--- src/rtl/pheap_sift_ctrl_pkg.sv ---
// Shared heap types.
//   entry_t  : one heap entry, {valid, key}. A non-valid entry ranks as +infinity.
//   KEY_W    : key width in bits.
//   entry_lt : strict "a ranks before b" comparison under that ordering.
package pheapTypes;

    localparam int KEY_W = 8;

    typedef struct packed {
        logic             valid;
        logic [KEY_W-1:0] key;
    } entry_t;

    // a < b, with a non-valid entry treated as +infinity
    function automatic logic entry_lt(input entry_t a, input entry_t b);
        return a.valid & (~b.valid | (a.key < b.key));
    endfunction

endpackage

--- src/rtl/pheap_entry_min2.sv ---
// Combinational minimum of a child pair.
//   left, right : the two children of one parent slot
//   winner      : the smaller child; on a tie the left child wins
//   side        : 0 = left won, 1 = right won
module pheap_entry_min2
    import pheapTypes::*;
(
    input  entry_t left,
    input  entry_t right,
    output entry_t winner,
    output logic   side
);

    // pick the smaller child; the right child must be strictly smaller to win
    always_comb begin
        side   = entry_lt(right, left);
        winner = side ? right : left;
    end

endmodule

--- src/rtl/pheap_sift_ctrl.sv ---
// Sift-down controller for one level of the pipelined heap.
//   tok_*_i / tok_ready_o : token (slot index + entry) arriving from the level above
//   child_rd_o/raddr_o    : bottom-mode read of the child pair in the level below
//   child_yl_i/yr_i       : child pair data, one cycle after the read
//   own_*                 : top-mode write port of this level's RAM
//   tok_*_o / tok_ready_i : token forwarded to the level below when the entry keeps sinking
//   busy_o                : controller is working on a token
// LAST=1 makes this the bottom level: the entry is written straight away, never forwarded.
module pheap_sift_ctrl
    import pheapTypes::*;
#(
    parameter int LEVEL = 2,
    parameter bit LAST  = 1'b0
) (
    input  logic             clk,
    input  logic             rst_n,
    input  logic             tok_valid_i,
    output logic             tok_ready_o,
    input  logic [LEVEL-2:0] tok_idx_i,
    input  entry_t           tok_entry_i,
    output logic             child_rd_o,
    output logic [LEVEL-1:0] child_raddr_o,
    input  entry_t           child_yl_i,
    input  entry_t           child_yr_i,
    output logic             own_top_o,
    output logic             own_wen_o,
    output logic [LEVEL-2:0] own_waddr_o,
    output entry_t           own_wdata_o,
    output logic             tok_valid_o,
    input  logic             tok_ready_i,
    output logic [LEVEL-1:0] tok_idx_o,
    output entry_t           tok_entry_o,
    output logic             busy_o
);

    localparam logic [1:0] ST_IDLE = 2'd0;
    localparam logic [1:0] ST_RD   = 2'd1;
    localparam logic [1:0] ST_CMP  = 2'd2;
    localparam logic [1:0] ST_WR   = 2'd3;

    logic [1:0]       state_r;
    logic [1:0]       state_n_s;
    logic [LEVEL-2:0] idx_r;
    entry_t           entry_r;
    entry_t           wdata_r;
    logic             fwd_r;
    logic             side_r;
    logic             first_r;

    entry_t           min_s;
    logic             min_side_s;
    logic             write_s;
    logic             fwd_act_s;

    pheap_entry_min2 u_min2 (
        .left   (child_yl_i),
        .right  (child_yr_i),
        .winner (min_s),
        .side   (min_side_s)
    );

    // next-state selection
    always_comb begin
        state_n_s = state_r;
        case (state_r)
            ST_IDLE: begin
                if (tok_valid_i) begin
                    state_n_s = LAST ? ST_WR : ST_RD;
                end else begin
                    state_n_s = ST_IDLE;
                end
            end
            ST_RD:  state_n_s = ST_CMP;
            ST_CMP: state_n_s = ST_WR;
            ST_WR: begin
                // a forwarded token holds WR until the lower level takes it
                if (!fwd_r || tok_ready_i) begin
                    state_n_s = ST_IDLE;
                end else begin
                    state_n_s = ST_WR;
                end
            end
            default: state_n_s = ST_IDLE;
        endcase
    end

    // state, captured token and registered sift decision
    always_ff @(posedge clk or negedge rst_n) begin
        if (!rst_n) begin
            state_r <= ST_IDLE;
            idx_r   <= {(LEVEL-1){1'b0}};
            entry_r <= '0;
            wdata_r <= '0;
            fwd_r   <= 1'b0;
            side_r  <= 1'b0;
            first_r <= 1'b0;
        end else begin
            state_r <= state_n_s;
            // first_r marks the single write cycle on entry to WR
            first_r <= (state_n_s == ST_WR) && (state_r != ST_WR);
            case (state_r)
                ST_IDLE: begin
                    if (tok_valid_i) begin
                        idx_r   <= tok_idx_i;
                        entry_r <= tok_entry_i;
                        wdata_r <= tok_entry_i;
                        fwd_r   <= 1'b0;
                        side_r  <= 1'b0;
                    end else begin
                        idx_r   <= idx_r;
                    end
                end
                ST_CMP: begin
                    // the smaller child moves up only if strictly smaller than the entry
                    if (entry_lt(min_s, entry_r)) begin
                        wdata_r <= min_s;
                        fwd_r   <= 1'b1;
                        side_r  <= min_side_s;
                    end else begin
                        wdata_r <= entry_r;
                        fwd_r   <= 1'b0;
                        side_r  <= 1'b0;
                    end
                end
                default: begin
                    fwd_r <= fwd_r;
                end
            endcase
        end
    end

    // output decode from registered state only; unused fields are held at zero
    always_comb begin
        write_s       = (state_r == ST_WR) && first_r;
        fwd_act_s     = (state_r == ST_WR) && fwd_r;
        tok_ready_o   = (state_r == ST_IDLE);
        busy_o        = (state_r != ST_IDLE);
        child_rd_o    = (state_r == ST_RD);
        child_raddr_o = (state_r == ST_RD) ? {idx_r, 1'b0} : {LEVEL{1'b0}};
        own_top_o     = write_s;
        own_wen_o     = write_s;
        own_waddr_o   = write_s ? idx_r : {(LEVEL-1){1'b0}};
        own_wdata_o   = write_s ? wdata_r : '0;
        tok_valid_o   = fwd_act_s;
        tok_idx_o     = fwd_act_s ? {idx_r, side_r} : {LEVEL{1'b0}};
        tok_entry_o   = fwd_act_s ? entry_r : '0;
    end

endmodule

--- config.mk ---
export PLATFORM = sky130hd
export DESIGN_NAME = pheap_sift_ctrl
export DESIGN_NICKNAME = d
export VERILOG_FILES = /design/src/rtl/pheap_sift_ctrl_pkg.sv /design/src/rtl/pheap_entry_min2.sv /design/src/rtl/pheap_sift_ctrl.sv
export SDC_FILE = /design/constraint.sdc
export NUM_CORES = 1
export LEC_CHECK = 0
export CORE_MARGIN = 1.5
export CORE_UTILIZATION = 47
export CTS_CLUSTER_DIAMETER = 150
export DETAILED_ROUTE_END_ITERATION = 16
export PLACE_DENSITY = 0.79
export RECOVER_POWER = 25
export SLEW_MARGIN = 0
export SYNTH_ARGS = -nofsm -noshare
export SYNTH_HDL_FRONTEND = slang
export SYNTH_SLANG_ARGS = --single-unit
--- constraint.sdc ---
create_clock -name clk -period 2.4 [get_ports clk]
set_input_delay 0.48 -clock clk [delete_from_list [all_inputs] [get_ports clk]]
set_output_delay 0.48 -clock clk [all_outputs]
set_load 0.01 [all_outputs]
==> impl_metrics.py <==
metrics = {
    "floorplanning": {
        "start_util": 0.504,
        "ios": 61,
        "dieArea_sq_um": 4430,
        "die_h_um": 66.6,
        "rows": 22,
        "die_w_um": 66.6,
        "core_area_sq_um": 3770,
    },
    "clock_network": {
        "htreeDepth": 1,
        "cts_root_buf": "clkbuf_8",
        "holdBufCountCts": 0,
        "numCtsBuffers": 3,
        "cts_tree": "yes",
        "clkSlewWorstSetupHoldPaths_ns": 0.09,
        "clk_latency_ns": 0.27,
        "clock-sinks": 24,
        "clockBufferDepth": 2,
    },
    "setup_path": {
        "cp_common_cell": "ha_4",
        "crit_path_cell_trace": "buf_8 -> inv_6 -> ha_4 -> a2111o_1 -> a21oi_4 -> buf_6 -> mux2i_4 -> inv_1 -> ha_4 -> nand4_1 -> a21oi_2 -> o21ai_1 -> and4b_2 -> buf_16 -> a41o_1 -> nor3_2",
        "end_kind": "register",
        "path_class": "input port to register",
        "start_kind": "input port",
        "cp_max_fo": 8,
        "max_stage_delay_ns": 0.47,
        "crit_required_ns": 2.59,
        "critPathArrivalTime_ns": 3.55,
        "critPathBufInv": 5,
        "crit_path_top_delay_cell": "a2111o_1",
        "crit_family": "compound AO/OA/AOI/OAI gates",
        "r2r_slack_ns": 0.22,
    },
    "route": {
        "dr_total_vias": 2116,
        "wl_per_cell_um": 18.3,
        "wl_um": 6650,
        "drt_pre_antenna_iters": 4,
        "vias_per_cell": 5.83,
        "drtIter0Drc": 165,
        "ant_nets": 0,
        "drc": 0,
    },
    "timing": {
        "drv_slew": 0,
        "rsz0062_at_grt": "yes",
        "hold_viol": 0,
        "setup_ws_ns": -0.962,
        "tightest_slew_ns": 1.34,
        "setup_viol": 10,
        "fmaxAchievable_ghz": 0.297,
        "period_minus_slack_ns": 3.36,
        "min_period_over_period": 1.40,
        "hold_ws_ns": 0.533,
        "fin_skew_ns": 0.00172,
        "slew_headroom": 0.110,
    },
    "yosys": {
        "ys_seq_area_frac": 0.316,
        "syn_area_sq_um": 1900,
        "ys_seq_elements": 24,
        "avgSynthCellArea_sq_um": 8.34,
        "synthDominantCellAreaShare": 0.316,
        "syn-num-nets": 274,
        "synth_area_leaders": "dfrtp_1, ha_1, nand2_1",
        "ys_types": 38,
        "syn_inst": 228,
        "synth_area_leader_cell": "dfrtp_1",
        "synth_warnings": 0,
    },
    "power_and_ir_drop": {
        "peakVddDrop_mv": 0.739,
        "total_power_uw": 3280,
        "p_leak_uw": 0.00143,
        "power_density_nw_per_um2": 1020,
    },
    "layout": {
        "syn_to_final_growth_pct": 69.3,
        "final_common_cell": "clkdlybuf4s50_1",
        "drive_above_1_share": 0.352,
        "n_fill_cell": 197,
        "diodes": 0,
        "layout.nets": 362,
        "final-instance-count-excl-fill": 363,
        "layout_common_cells": "clkdlybuf4s50_1, buf_4, nand2_1",
    },
    "job": {
        "maxCapViolations": 0,
    },
    "placed_design": {
        "place_inst": 346,
        "gp_congestion": 0.820,
        "hpwlAfterDp_um": 3990,
        "port_buffers": 59,
    },
    "worst_hold_path": {
        "hold_class": "register to register",
    },
    "grt": {
        "grt_first_pass_wirelength_um": 10500,
        "first_global_vias": 2117,
        "antenna_found_initial": 0,
        "grt_util_all_layers": 0.314,
        "overflow": 0,
        "grt_start_max_net_pins": 25,
    },
    "run_status": {
        "outcome": "finished with violations",
        "violations": "negative setup slack",
    },
}
-- area by class of cell --
type | count | area, sq um | area share
Clock buffer | 3 | 41.3 | 0.0128
Sequential cell | 24 | 601 | 0.187
Multi-Input combinational cell | 160 | 1480 | 0.458
Inverter | 29 | 114 | 0.0354
Clock inverter | 1 | 30.0 | 0.00933
Timing Repair Buffer | 98 | 897 | 0.279
Tap cell | 48 | 60.1 | 0.0187
-- logic make-up after synthesis --
family | after synthesis | synth area share
adders and majority gates | 14 | 0.0922
DFF | 24 | 0.316
other | 1 | 0.00197
AOI/OAI and AO/OA | 47 | 0.196
and+or+nand+nor | 91 | 0.243
muxes | 7 | 0.0369
buffers and inverters | 44 | 0.115
-- tightest hold or removal path, cell delays in order, from the launching register on --
cell and delay, ns:
dfrtp_1 0.36, a22oi_1 0.07, o21ai_1 0.07
-- metal layers --
layer	routed length [um]	global-route usage	up-vias
met4	192	0.0867	0
met3	311	0.0338	20
met5	0	0	-
met2	3470	0.546	96
met1	2670	0.411	1038
li1	-	-	962
-- path summary, 6_finish.rpt --
path,endpoint,startpoint,cells past startpoint
max,wdata_r[4],child_yl_i[1],16
min,wdata_r[0],wdata_r[0],2
max reg2reg,wdata_r[4],entry_r[4],9
min reg2reg,wdata_r[0],wdata_r[0],2
max in group asynchronous,wdata_r[2],rst_n,2
min in group asynchronous,entry_r[3],rst_n,2
-- cell usage after synthesis --
master     number
nand4_1         1
nor3_2          1
a41o_1          7
nor2b_1         1
clkbuf_8        1
a21oi_1         8
a22oi_1         1
and3_1         14
buf_6           2
mux2i_1         7
a21oi_4         1
and2_1         16
o31ai_1         2
o21ai_0        14
nand2_1        29
inv_1          28
buf_2           1
buf_4           4
nand3_1         6
a211oi_4        1
clkbuf_1        6
o221ai_1        1
a31oi_1         2
nor2_1         12
ha_1           14
nor3_1          6
o21a_1          1
nand2b_1        2
a2111o_1        1
a2111oi_0       6
buf_8           1
a211oi_2        1
a2111oi_4       1
dfrtp_1        24
and3_2          2
and4b_1         1
clkinv_1        1
conb_1          1
-- through the flow --
step / utilization / setup WS (ns) / TNS, ns / cell area [sq um]
after detailed placement: 0.733 / -1.76 / -16.86 / 2760
after global placement: 0.733 / -1.64 / -15.79 / 2760
after global routing: 0.853 / -1.06 / -9.98 / 3220
after floorplan: - / -0.877 / -8.37 / 2010
final: 0.853 / -0.962 / -9.12 / 3220
after CTS: 0.830 / -0.847 / -7.71 / 3130
-- registers in the layout (all words and copies together) (netlist names) --
register / flops
entry_r: 9
first_r: 1
fwd_r: 1
idx_r: 1
side_r: 1
state_r: 2
wdata_r: 9
-- power by group --
part	total [uW]	internal (uW)	switching [uW]	leakage, uW
registers	781	611	171	0.000287
logic	2140	1000	1140	0.00110
clock network	357	223	134	0.0000357
-- what timing repair did --
action                     4_1_cts  5_1_grt
gates cloned                     1        0
setup buffers                   13        1
hold endpoints to repair         0        0
setup endpoints to repair       11       27
gates resized for setup         86       23
pin swaps                       33       14
Power figures use the tool's default switching activity.
